===== src/rtl/ps2_host_tx_pkg.sv =====
// Shared definitions for the PS/2 host-to-device transmitter: FSM encoding,
// common command bytes and the frame parity helper.
package ps2_host_tx_pkg;

   typedef enum logic [2:0] {
      S_IDLE,
      S_INHIBIT,
      S_REQ,
      S_BITS,
      S_ACK,
      S_RELEASE
   } state_e;

   localparam logic [7:0] PS2_CMD_SET_LEDS = 8'hED;
   localparam logic [7:0] PS2_CMD_RESET    = 8'hFF;
   localparam logic [7:0] PS2_CMD_ENABLE   = 8'hF4;
   localparam logic [7:0] PS2_RSP_ACK      = 8'hFA;

   // PS/2 uses odd parity: the parity bit makes the 9-bit total odd.
   function automatic logic odd_parity(input logic [7:0] d);
      return ~^d;
   endfunction

endpackage


===== src/rtl/ps2_sync_edge.sv =====
// Two-flop synchronizer for one PS/2 line plus falling-edge detect on the
// synchronized level. Flops reset to 1 (idle, released line).
module ps2_sync_edge (
   input  logic i_clk,
   input  logic i_rst_n,
   input  logic i_async,
   output logic o_sync,
   output logic o_fe
);

   logic r_meta, r_sync, r_prev;

   always_ff @(posedge i_clk or negedge i_rst_n) begin
      if (!i_rst_n) begin
         r_meta <= 1'b1;
         r_sync <= 1'b1;
         r_prev <= 1'b1;
      end else begin
         r_meta <= i_async;
         r_sync <= r_meta;
         r_prev <= r_sync;
      end
   end

   assign o_sync = r_sync;
   assign o_fe   = r_prev & ~r_sync;

endmodule


===== src/rtl/ps2_host_tx.sv =====
// PS/2 host transmitter: inhibits the clock, issues a request-to-send, shifts
// out an 8-bit command with odd parity on device clock edges and checks the ACK.
module ps2_host_tx
   import ps2_host_tx_pkg::*;
#(
   parameter int INHIBIT_CYCLES = 10000,
   parameter int TIMEOUT_CYCLES = 2000000
) (
   input  logic       clk,
   input  logic       rst,
   input  logic       tx_valid,
   input  logic [7:0] tx_data,
   output logic       tx_ready,
   input  logic       ps2_clk_i,
   input  logic       ps2_data_i,
   output logic       ps2_clk_oe,
   output logic       ps2_data_oe,
   output logic       tx_done,
   output logic       tx_err
);

   localparam int CNT_MAX = (INHIBIT_CYCLES > TIMEOUT_CYCLES) ? INHIBIT_CYCLES : TIMEOUT_CYCLES;
   localparam int CW      = $clog2(CNT_MAX + 1);
   localparam logic [CW-1:0] INH_LAST = CW'(INHIBIT_CYCLES - 1);
   localparam logic [CW-1:0] TMO_LAST = CW'(TIMEOUT_CYCLES - 1);

   state_e        r_state, w_state_nxt;
   logic [CW-1:0] r_cnt, w_cnt_nxt;
   logic [3:0]    r_fe_cnt, w_fe_cnt_nxt;
   logic [7:0]    r_data, w_data_nxt;
   logic          r_par, w_par_nxt;
   logic          r_doe, w_doe_nxt;
   logic          w_clk_s, w_clk_fe, w_data_s, w_unused_data_fe, w_tmo;

   ps2_sync_edge u_sync_clk (
      .i_clk   (clk),
      .i_rst_n (rst),
      .i_async (ps2_clk_i),
      .o_sync  (w_clk_s),
      .o_fe    (w_clk_fe)
   );

   ps2_sync_edge u_sync_data (
      .i_clk   (clk),
      .i_rst_n (rst),
      .i_async (ps2_data_i),
      .o_sync  (w_data_s),
      .o_fe    (w_unused_data_fe)
   );

   always_comb begin
      w_state_nxt  = r_state;
      w_cnt_nxt    = r_cnt;
      w_fe_cnt_nxt = r_fe_cnt;
      w_data_nxt   = r_data;
      w_par_nxt    = r_par;
      w_doe_nxt    = r_doe;
      tx_ready     = 1'b0;
      ps2_clk_oe   = 1'b0;
      tx_done      = 1'b0;
      tx_err       = 1'b0;
      w_tmo        = 1'b0;
      case (r_state)
         S_IDLE: begin
            tx_ready  = 1'b1;
            w_doe_nxt = 1'b0;
            if (tx_valid) begin
               w_data_nxt  = tx_data;
               w_par_nxt   = odd_parity(tx_data);
               w_cnt_nxt   = '0;
               w_state_nxt = S_INHIBIT;
            end
         end
         S_INHIBIT: begin
            ps2_clk_oe = 1'b1;
            if (r_cnt == INH_LAST) begin
               w_doe_nxt   = 1'b1;
               w_state_nxt = S_REQ;
            end else begin
               w_cnt_nxt = r_cnt + 1'b1;
            end
         end
         S_REQ: begin
            ps2_clk_oe   = 1'b1;
            w_cnt_nxt    = '0;
            w_fe_cnt_nxt = '0;
            w_state_nxt  = S_BITS;
         end
         S_BITS, S_ACK, S_RELEASE: begin
            w_cnt_nxt = r_cnt + 1'b1;
            // r_fe_cnt holds the number of falling edges already consumed
            if (w_clk_fe) begin
               w_cnt_nxt = '0;
               if (r_state == S_BITS) begin
                  w_fe_cnt_nxt = r_fe_cnt + 1'b1;
                  if (r_fe_cnt < 4'd8) begin
                     w_doe_nxt = ~r_data[r_fe_cnt[2:0]];
                  end else if (r_fe_cnt == 4'd8) begin
                     w_doe_nxt = ~r_par;
                  end else begin
                     w_doe_nxt   = 1'b0;
                     w_state_nxt = S_ACK;
                  end
               end else if (r_state == S_ACK) begin
                  if (w_data_s) begin
                     tx_err      = 1'b1;
                     w_state_nxt = S_IDLE;
                  end else begin
                     w_state_nxt = S_RELEASE;
                  end
               end
            end else if (r_state == S_RELEASE && w_clk_s && w_data_s) begin
               tx_done     = 1'b1;
               w_state_nxt = S_IDLE;
            end else if (r_cnt == TMO_LAST) begin
               w_tmo       = 1'b1;
               tx_err      = 1'b1;
               w_doe_nxt   = 1'b0;
               w_state_nxt = S_IDLE;
            end
         end
         default: w_state_nxt = S_IDLE;
      endcase
   end

   // Data line drops in the timeout cycle itself rather than one cycle later.
   assign ps2_data_oe = r_doe & ~w_tmo;

   always_ff @(posedge clk or negedge rst) begin
      if (!rst) begin
         r_state  <= S_IDLE;
         r_cnt    <= '0;
         r_fe_cnt <= '0;
         r_data   <= '0;
         r_par    <= 1'b0;
         r_doe    <= 1'b0;
      end else begin
         r_state  <= w_state_nxt;
         r_cnt    <= w_cnt_nxt;
         r_fe_cnt <= w_fe_cnt_nxt;
         r_data   <= w_data_nxt;
         r_par    <= w_par_nxt;
         r_doe    <= w_doe_nxt;
      end
   end

endmodule


===== config.mk =====
export PLATFORM = sky130hd
export DESIGN_NAME = ps2_host_tx
export DESIGN_NICKNAME = d
export VERILOG_FILES = /design/src/rtl/ps2_host_tx_pkg.sv /design/src/rtl/ps2_sync_edge.sv /design/src/rtl/ps2_host_tx.sv
export SDC_FILE = /design/constraint.sdc
export NUM_CORES = 1
export LEC_CHECK = 0
export BUFFER_PORTS_ARGS = -buffer_cell sky130_fd_sc_hd__buf_2
export CAP_MARGIN = 20
export CORE_ASPECT_RATIO = 0.9
export CORE_MARGIN = 2
export CORE_UTILIZATION = 55
export DETAILED_ROUTE_END_ITERATION = 10
export PLACE_DENSITY = 0.84
export SETUP_SLACK_MARGIN = 0.4
export SYNTH_ARGS = -nofsm -noshare
export SYNTH_HDL_FRONTEND = slang
export SYNTH_SLANG_ARGS = --single-unit
export TNS_END_PERCENT = 100

===== constraint.sdc =====
create_clock -name clk -period 3.45 [get_ports clk]
set_input_delay 0.5175 -clock clk [delete_from_list [all_inputs] [get_ports clk]]
set_output_delay 0.5175 -clock clk [all_outputs]
set_load 0.01 [all_outputs]

**Yosys cells after proc, flatten, opt, wreduce, memory -nomap -nowiden**

Index checks and enable logic that the tools add are counted.

- Logic and storage cells: 97
- Output and inout bits: 5
- Register bits: 43
- Input bits: 13

- Reductions and logical operators: 14
- Mux-type cells: 42
- Magnitude comparators: 2
- Equal/unequal tests: 20
- Bitwise operators: 6
- $add $sub $neg: 2

Operators by type and width:

| kind | number |
|---|---|
| 21-bit case mux with 4 select lines | 1 |
| 21-bit 2-to-1 mux | 3 |
| 3-bit 2-to-1 mux | 10 |
| 1-bit 2-to-1 mux | 22 |
| 21-bit by 1-bit adder with 21-bit output (second input constant) | 1 |
| 21-bit by 14-bit equality test with 1-bit output (second input constant) | 1 |
| 21-bit equality test (second input constant) | 1 |
| 4-bit != test (second input constant) | 3 |
| 3-bit case mux with 4 select lines | 1 |
| 4-bit 2-to-1 mux | 2 |
| 2-bit != test (second input constant) | 4 |
| 4-bit case mux with 2 select lines | 1 |
| 8-bit XNOR reduction | 1 |
| 3-bit by 2-bit equality test with 1-bit output (second input constant) | 2 |
| 3-bit equality test (second input constant) | 2 |
| 3-bit by 2-bit != test with 1-bit output (second input constant) | 2 |
| 3-bit AND reduction | 2 |
| 6-bit AND reduction | 1 |
| 5-bit AND reduction | 1 |
| 4-bit by 1-bit adder with 4-bit output (second input constant) | 1 |
| 4-bit equality test (second input constant) | 1 |
| 3-bit by 4-bit less-than comparator with 1-bit output (second input constant) | 1 |
| 4-bit less-than comparator (second input constant) | 1 |
| 4-bit by 3-bit != test with 1-bit output (second input constant) | 1 |
| 15 further kinds | 20 |

**Depth between registers and ports, before layout**

Gate-level depths: netlist of run 1.

- Word-level depth: 8
- Gate-level depth with buffers: 7
- Depth with buffers taken out: 7

**Hierarchy**

A second synthesis of run 1 with hierarchy kept.

- Cells, all modules: 258
- Area, all modules: 2655.0 sq um

By module, submodules not included:

| module | area each (sq um) | cells each | instances | seq. area each (sq um) |
|---|---|---|---|---|
| ps2_host_tx | 2469.9 | 250 | 1 | 950.9 |
| ps2_sync_edge | 92.6 | 4 | 2 | 78.8 |

**Least setup slack after synthesis of run 1**

OpenSTA, ideal clock, no wires.

- Path kind: flip-flop to output port
- Start: register r_cnt[7]
- End: output ps2_data_oe
- Path buffers: 0
- Path slack: 1.097 ns
- Data arrival time: 1.835 ns
- Stages on the path, launching flop included: 6
- Required time: 2.932 ns
- Cells stage by stage: dfrtp_1 -> or4_1 -> or4_1 -> nor2_2 -> nand3_1 -> and2_1

- Longest elaborated chain between the ends: 7

Ends and longest elaborated chain:

| item | RTL line | source |
|---|---|---|
| from (decl) | ps2_host_tx.sv:28 | `logic [CW-1:0] r_cnt, w_cnt_nxt;` |
| from (signal assigned) | ps2_host_tx.sv:139 | `r_cnt <= w_cnt_nxt;` |
| 21-bit equality test | ps2_host_tx.sv:115 | `end else if (r_cnt == TMO_LAST) begin` |
| 1-bit 2-to-1 mux | ps2_host_tx.sv:115 |  |
| 1-bit 2-to-1 mux | ps2_host_tx.sv:112 | `end else if (r_state == S_RELEASE && w_clk_s && w_data_s) begin` |
| 1-bit 2-to-1 mux | ps2_host_tx.sv:92 | `if (w_clk_fe) begin` |
| 1-bit 2-to-1 mux | ps2_host_tx.sv:63 | `case (r_state)` |
| 1-bit NOT | ps2_host_tx.sv:127 | `assign ps2_data_oe = r_doe & ~w_tmo;` |
| 1-bit bitwise AND | ps2_host_tx.sv:127 |  |
| to (decl) | ps2_host_tx.sv:17 | `output logic ps2_data_oe,` |

No other way between the ends.

**Worst setup path in the final report of run 1**

Same ends and word-level chain as after synthesis.

==> results of run 1 <==
-- worst min-delay path by stage --
stage                             startpoint            endpoint  slack [ps]  depth (start not counted)
after floorplan                          rst            r_cnt[0]         220                          0
after global placement    u_sync_data.r_meta  u_sync_data.o_sync         350                          0
after detailed placement  u_sync_data.r_meta  u_sync_data.o_sync         350                          0
after CTS                         ps2_data_i  u_sync_data.r_meta         310                          1
after global routing               ps2_clk_i   u_sync_clk.r_meta         300                          1
final                             ps2_data_i  u_sync_data.r_meta         310                          1
-- stage by stage --
step | instances | power (mW) | worst slack [ps] | util, %
after CTS | 333 | 1.95 | 532 | 64.9
after detailed placement | 325 | 1.54 | 868 | 62.0
after floorplan | 255 | 1.35 | 1100 | -
after global placement | 325 | 1.51 | 904 | 62.0
after global routing | 333 | 2.09 | 422 | 64.9
final | 333 | 1.95 | 522 | 64.9
-- kinds of logic after synthesis --
| kind of cell | after synthesis | synth area share, % |
|---|---|---|
| buffers and inverters | 15 | 2.31 |
| adders and majority gates | 3 | 1.54 |
| muxes | 16 | 8.16 |
| DFF | 43 | 44.4 |
| AOI/OAI and AO/OA | 47 | 13.9 |
| xor gates and xnor gates | 19 | 6.83 |
| and+or+nand+nor | 112 | 22.8 |
-- worst max-delay path, stage by stage (launching register included) --
cell	delay, ps
dfrtp_1	460
or4_1	570
or4_1	440
nor2_2	240
nand3_1	120
and2_1	160
buf_2	130
-- sequential cells by signal, indices dropped and copies added, names as in the netlist --
register / count
r_cnt: 21
r_data: 8
r_fe_cnt: 4
r_state: 3
r_doe: 1
r_par: 1
u_sync_clk.o_sync: 1
u_sync_clk.r_meta: 1
u_sync_clk.r_prev: 1
u_sync_data.o_sync: 1
u_sync_data.r_meta: 1
-- synth_stat cells, drive strengths merged, types with 5 or more instances --
cell type  number
a21oi          10
and2            5
clkbuf          8
dfrtp          38
dfstp           5
inv             6
mux2           11
nand2          29
nand2b          5
nand3          14
nand4           5
nor2           28
nor3            6
o21ai          13
xnor2          10
xor2            9
-- routing by layer --
metal,GRT usage (%),vias up,share of wire [%]
li1,-,949,-
met1,34.2,935,47
met2,35.5,71,46
met3,4.93,5,5.6
met4,8.64,0,1.0
met5,0,-,0
-- cell type report --
class	instances	area share, %
inverter	6	0.835
clock buffer	6	3.06
timing repair buffer	19	3.71
tap	60	2.78
multi-input combinational	197	48.2
clock inverter	2	1.30
sequential	43	40.1
-- where the power goes --
| part | total [mW] | internal, mW | switching [mW] |
|---|---|---|---|
| Clock | 0.405 | 0.234 | 0.171 |
| Sequential | 0.780 | 0.623 | 0.157 |
| Combinational | 0.766 | 0.352 | 0.414 |
| Total | 1.95 | 1.21 | 0.742 |
==> summary.md, run 1 <==
| Metric | Value |
|---|---|
| Number of diodes | `0` |
| Most frequent cells in the layout | `dfrtp_1, nand2_1, nor2_1` |
| Post-CTS Resized | `0` |
| Filler instances | `325` |
| R2r worst-path depth | `6` |
| Cell Pwr Density | `723 mW/mm^2` |
| Synth Net Count | `271` |
| Pin count of the biggest net entering global routing | `44` |
| Reg2Reg Capture Point | `r_cnt[11]` |
| Outcome | `complete, no violations` |
| Total track usage | `23.7%` |
| First-pass GRT wire length | `8.88 mm` |
| WL/cell | `15.3 um` |
| Yosys cell types | `52` |
| DR iter-0 viols | `205` |
| Post-synthesis register bit count | `43` |
| Max-slew headroom | `37.9%` |
| Multi-input logic area | `0.00130 mm^2` |
| Total congestion overflow | `0` |
| Syn Inst Count | `255` |
| Die X | `74.2 um` |
| Async S/R FF share, synth | `100%` |
| Worst IR Drop VDD | `0.452 mV` |
| Area leader, netlist | `dfrtp_1` |
| Fmax achieved | `341 MHz` |
| Synthesized area per cell | `9.56 um^2` |
| Fin crit share | `84.9%` |
| Synth-to-layout area growth | `10.6%` |
| Setup Crit Path Kind | `register to output port` |
| Ys flop type | `dfrtp_1` |
| Worst r2r src | `r_state[1]` |
| Number of global-route vias before repair | `1883` |
| Tmin final | `2930 ps` |
| Clk_skew | `2.26 ps` |
| Actual slew at the worst max-slew pin | `931 ps` |
| Fin area | `0.00270 mm^2` |
| H-tree depth | `2` |
| Clock transition at path regs | `80 ps` |
| Critical Path RT | `2930 ps` |
| Yosys top cell area share | `39.0%` |
| Clk root buf | `clkbuf_8` |
| Final Hold Vio Count | `0` |
| Sum Neg Setup Slack | `0 ps` |
| RSZ-0062 raised after global routing | `no` |
| CP endpoint kind | `output port` |
| Layout cells sized above 1 | `18.3%` |
| Final net count | `288` |
| Number of port buffers | `17` |
| FP Rows | `22` |
| Routed WL | `5.10 mm` |
| Initial antenna violation count | `0` |
| CTS tree | `built` |
| DRT antenna net count | `0` |
| EDFF count, synth | `0` |
| YS warnings | `0` |
| Critical-path maximum fanout | `7` |
| Max clock buf depth | `2` |
| Vias | `1960` |
| CP Launch Type | `register` |
| I/O Pins | `18` |
| Critical Path Start | `r_cnt[7]` |
| Die Footprint | `0.00498 mm^2` |
| Core area | `0.00416 mm^2` |
| Max-Cap Viols | `0` |
| # hold bufs at CTS | `0` |
| Register Area | `0.00108 mm^2` |
| Commonest non-fill, non-tap cell in the layout | `dfrtp_1` |
| Final hold slack | `310 ps` |
| Mapped cell area | `0.00244 mm^2` |
| DRC | `0` |
| Post-synthesis sequential area ratio | `44.4%` |
| Height of the chip | `67.2 um` |
| Worst hold-check path type | `input pin to register` |
| Pre-antenna DRT Iters | `5` |
| DR vias/cell | `5.89` |
| Dpl hpwl | `3.55 mm` |
| Starting Density | `58.6%` |
| Final Wtd Congestion | `0.947` |
| P_leak | `1.15 nW` |
| R2R setup slack | `1100 ps` |
| Post-CTS Setup Inserts | `0` |
| # setup viols final | `0` |
| # clock sinks | `43` |
| Slew Limit Fails | `0` |
| Setup crit end | `ps2_data_oe` |
| Clock buffer count from CTS | `5` |
| Largest cells by area after synthesis | `dfrtp_1, dfstp_2, mux2_2` |
| Arrival @ worst endpoint | `2410 ps` |
| Clk_lat worst skew | `300 ps` |
| Area after DPL | `0.00258 mm^2` |
Power figures use the tool's default switching activity.
==> inputs of run 2 (changes only) <==
Clock period 3.45 ns to 2.94 ns, I/O delays scaled along.
==> summary.md, run 2 (synthesized netlist as in run 1, its figures left out) <==
| Metric | Value |
|---|---|
| Outcome | `complete, no violations (unchanged)` |
| Tmin final | `2610 ps` |
| CP Launch Type | `register (unchanged)` |
| DRT antenna net count | `0 (unchanged)` |
| Filler instances | `329 (was 325)` |
| I/O Pins | `18 (unchanged)` |
| Core area | `0.00416 mm^2 (unchanged)` |
| CP endpoint kind | `output port (unchanged)` |
| Total congestion overflow | `0 (unchanged)` |
| Max-Cap Viols | `0 (unchanged)` |
| Fmax achieved | `383 MHz` |
| Routed wl met2 | `2.48 mm (was 2.35 mm)` |
| P_leak | `1.16 nW (was 1.15 nW)` |
| Total track usage | `24.1% (was 23.7%)` |
| Height of the chip | `67.2 um (unchanged)` |
| Commonest non-fill, non-tap cell in the layout | `dfrtp_1 (unchanged)` |
| Most frequent cells in the layout | `dfrtp_1, nand2_1, nor2_1 (unchanged)` |
| Critical-path maximum fanout | `2 (was 7)` |
| Synth-to-layout area growth | `11.7% (was 10.6%)` |
| Dpl hpwl | `3.77 mm (was 3.55 mm)` |
| First-pass GRT wire length | `9.14 mm (was 8.88 mm)` |
| Initial antenna violation count | `0 (unchanged)` |
| DR vias/cell | `5.91 (was 5.89)` |
| Clk_lat worst skew | `290 ps (was 300 ps)` |
| Worst IR Drop VDD | `0.534 mV (was 0.452 mV)` |
| # clock sinks | `43 (unchanged)` |
| Worst r2r src | `r_state[2] (was r_state[1])` |
| Die Footprint | `0.00498 mm^2 (unchanged)` |
| Final Hold Vio Count | `0 (unchanged)` |
| Max FFs per register | `21 (unchanged)` |
| CTS tree | `built (unchanged)` |
| Arrival @ worst endpoint | `2170 ps (was 2410 ps)` |
| Sum Neg Setup Slack | `0 ps (unchanged)` |
| # setup viols final | `0 (unchanged)` |
| CP dominant cell by count | `or4_4 (was or4_1)` |
| Most flop-heavy register | `r_cnt (unchanged)` |
| Overall Power | `2.21 mW (was 1.95 mW)` |
| Max-slew headroom | `38.4% (was 37.9%)` |
| Pin count of the biggest net entering global routing | `44 (unchanged)` |
| Final net count | `293 (was 288)` |
| Worst hold-check path type | `input pin to register (unchanged)` |
| Number of diodes | `0 (unchanged)` |
| Bufs and invs on worst path | `1 (unchanged)` |
| Worst-path cell chain | `or4_4 > or4_4 > nor2_4 > nand3_2 > and2_1 > buf_2 (was or4_1 > or4_1 > nor2_2 > nand3_1 > and2_1 > buf_2)` |
| R2R setup slack | `670 ps (was 1100 ps)` |
| Starting Density | `58.6% (unchanged)` |
| Max clock buf depth | `2 (unchanged)` |
| Hold path depth | `1 (unchanged)` |
| Slew Limit Fails | `0 (unchanged)` |
| Fin crit share | `88.7%` |
| Setup Crit Path Kind | `register to output port (unchanged)` |
| Final Wtd Congestion | `0.973 (was 0.947)` |
| # hold bufs at CTS | `0 (unchanged)` |
| CP max stage delay | `540 ps (was 570 ps)` |
| Die X | `74.2 um (unchanged)` |
| Vias | `1996 (was 1960)` |
| Post-Route M1 WL | `2.43 mm (was 2.41 mm)` |
| R2r worst-path depth | `4 (was 6)` |
| DR iter-0 viols | `190 (was 205)` |
| Actual slew at the worst max-slew pin | `924 ps (was 931 ps)` |
| Hold path startpoint | `ps2_clk_i (was ps2_data_i)` |
| WL/cell | `15.6 um (was 15.3 um)` |
| Highest routed layer | `met4 (unchanged)` |
| Biggest regs | `r_cnt: 21 flops, r_data: 8 flops, r_fe_cnt: 4 flops (unchanged)` |
| Cell Pwr Density | `810 mW/mm^2 (was 723 mW/mm^2)` |
| Clock transition at path regs | `80 ps (about the same)` |
| RSZ-0062 raised after global routing | `yes (was no)` |
| Hold EP | `u_sync_clk.r_meta (was u_sync_data.r_meta)` |
| DRC | `0 (unchanged)` |
| Clk_skew | `6.03 ps (was 2.26 ps)` |
| Layout cells sized above 1 | `20.9% (was 18.3%)` |
| Critical Path RT | `2500 ps (was 2930 ps)` |
| Number of global-route vias before repair | `1902 (was 1883)` |
| Reg2Reg Capture Point | `r_state[0] (was r_cnt[11])` |
| Clock buffer count from CTS | `5 (unchanged)` |
| Pre-antenna DRT Iters | `4 (was 5)` |
| Number of port buffers | `17 (unchanged)` |
| FP Rows | `22 (unchanged)` |
| Top delay family on crit path | `simple AND/OR/NAND/NOR gates (unchanged)` |
| H-tree depth | `2 (unchanged)` |
| Clk root buf | `clkbuf_8 (unchanged)` |
| Routed WL | `5.28 mm (was 5.10 mm)` |
| Crit path max-delay cell type | `or4_4 (was or4_1)` |
| Met3 routed WL | `319 um (was 288 um)` |
-- run 2: through the flow --
stage | cell area, um^2 | hold slack, ps | setup WS, ps | cells | utilization, %
final | 2720 | 242 | 332 | 338 | 65.5
after global routing | 2720 | 235 | 277 | 338 | 65.5
after CTS | 2720 | 240 | 341 | 338 | 65.4
after detailed placement | 2590 | 347 | 457 | 327 | 62.4
after global placement | 2590 | 347 | 480 | 327 | 62.4
after floorplan | 2440 | 145 | 664 | 255 | -
-- run 2: final cells by class --
class | count | area, um^2 | share of cell area [%]
Sequential cell | 43 | 1080 | 39.8
Clock inverter | 2 | 13.8 | 0.506
Clock buffer | 6 | 72.6 | 2.67
Timing Repair Buffer | 24 | 138 | 5.06
Multi-Input combinational cell | 197 | 1320 | 48.4
Inverter | 6 | 22.5 | 0.827
Tap cell | 60 | 75.1 | 2.76
-- run 2: what timing repair did --
| action | in CTS | in global routing |
|---|---|---|
| endpoints found under the setup margin | 2 | 6 |
| buffers inserted | 3 | 0 |
| pin swaps | 1 | 0 |
| resized for setup | 4 | 1 |
-- run 2: where the power goes --
part	switching, mW	internal [mW]	leakage (nW)
sequential	0.166	0.731	0.550
clock	0.195	0.168	0.0452
combinational	0.521	0.425	0.569
total	0.882	1.32	1.16
-- run 2: metal layers --
| layer | global-route usage [%] | vias up |
|---|---|---|
| met3 | 4.93 | 4 |
| met5 | 0 | - |
| met4 | 5.45 | 0 |
| li1 | - | 963 |
| met2 | 37.5 | 63 |
| met1 | 34.9 | 966 |
-- run 2: worst register-to-register path, stage by stage (launching register included) --
cell	delay (ps)
dfrtp_1	590
nor4_1	800
nor3_1	170
o21ai_1	220
mux2_2	380
-- run 2: worst max path at each step --
stage / cells after the start / endpoint / start
finish: 6 / ps2_data_oe / r_cnt[7]
global route: 6 / ps2_data_oe / r_cnt[7]
floorplan: 5 / ps2_data_oe / r_cnt[7]
detailed placement: 6 / ps2_data_oe / r_cnt[7]
CTS: 6 / ps2_data_oe / r_cnt[7]
global placement: 6 / ps2_data_oe / r_cnt[7]
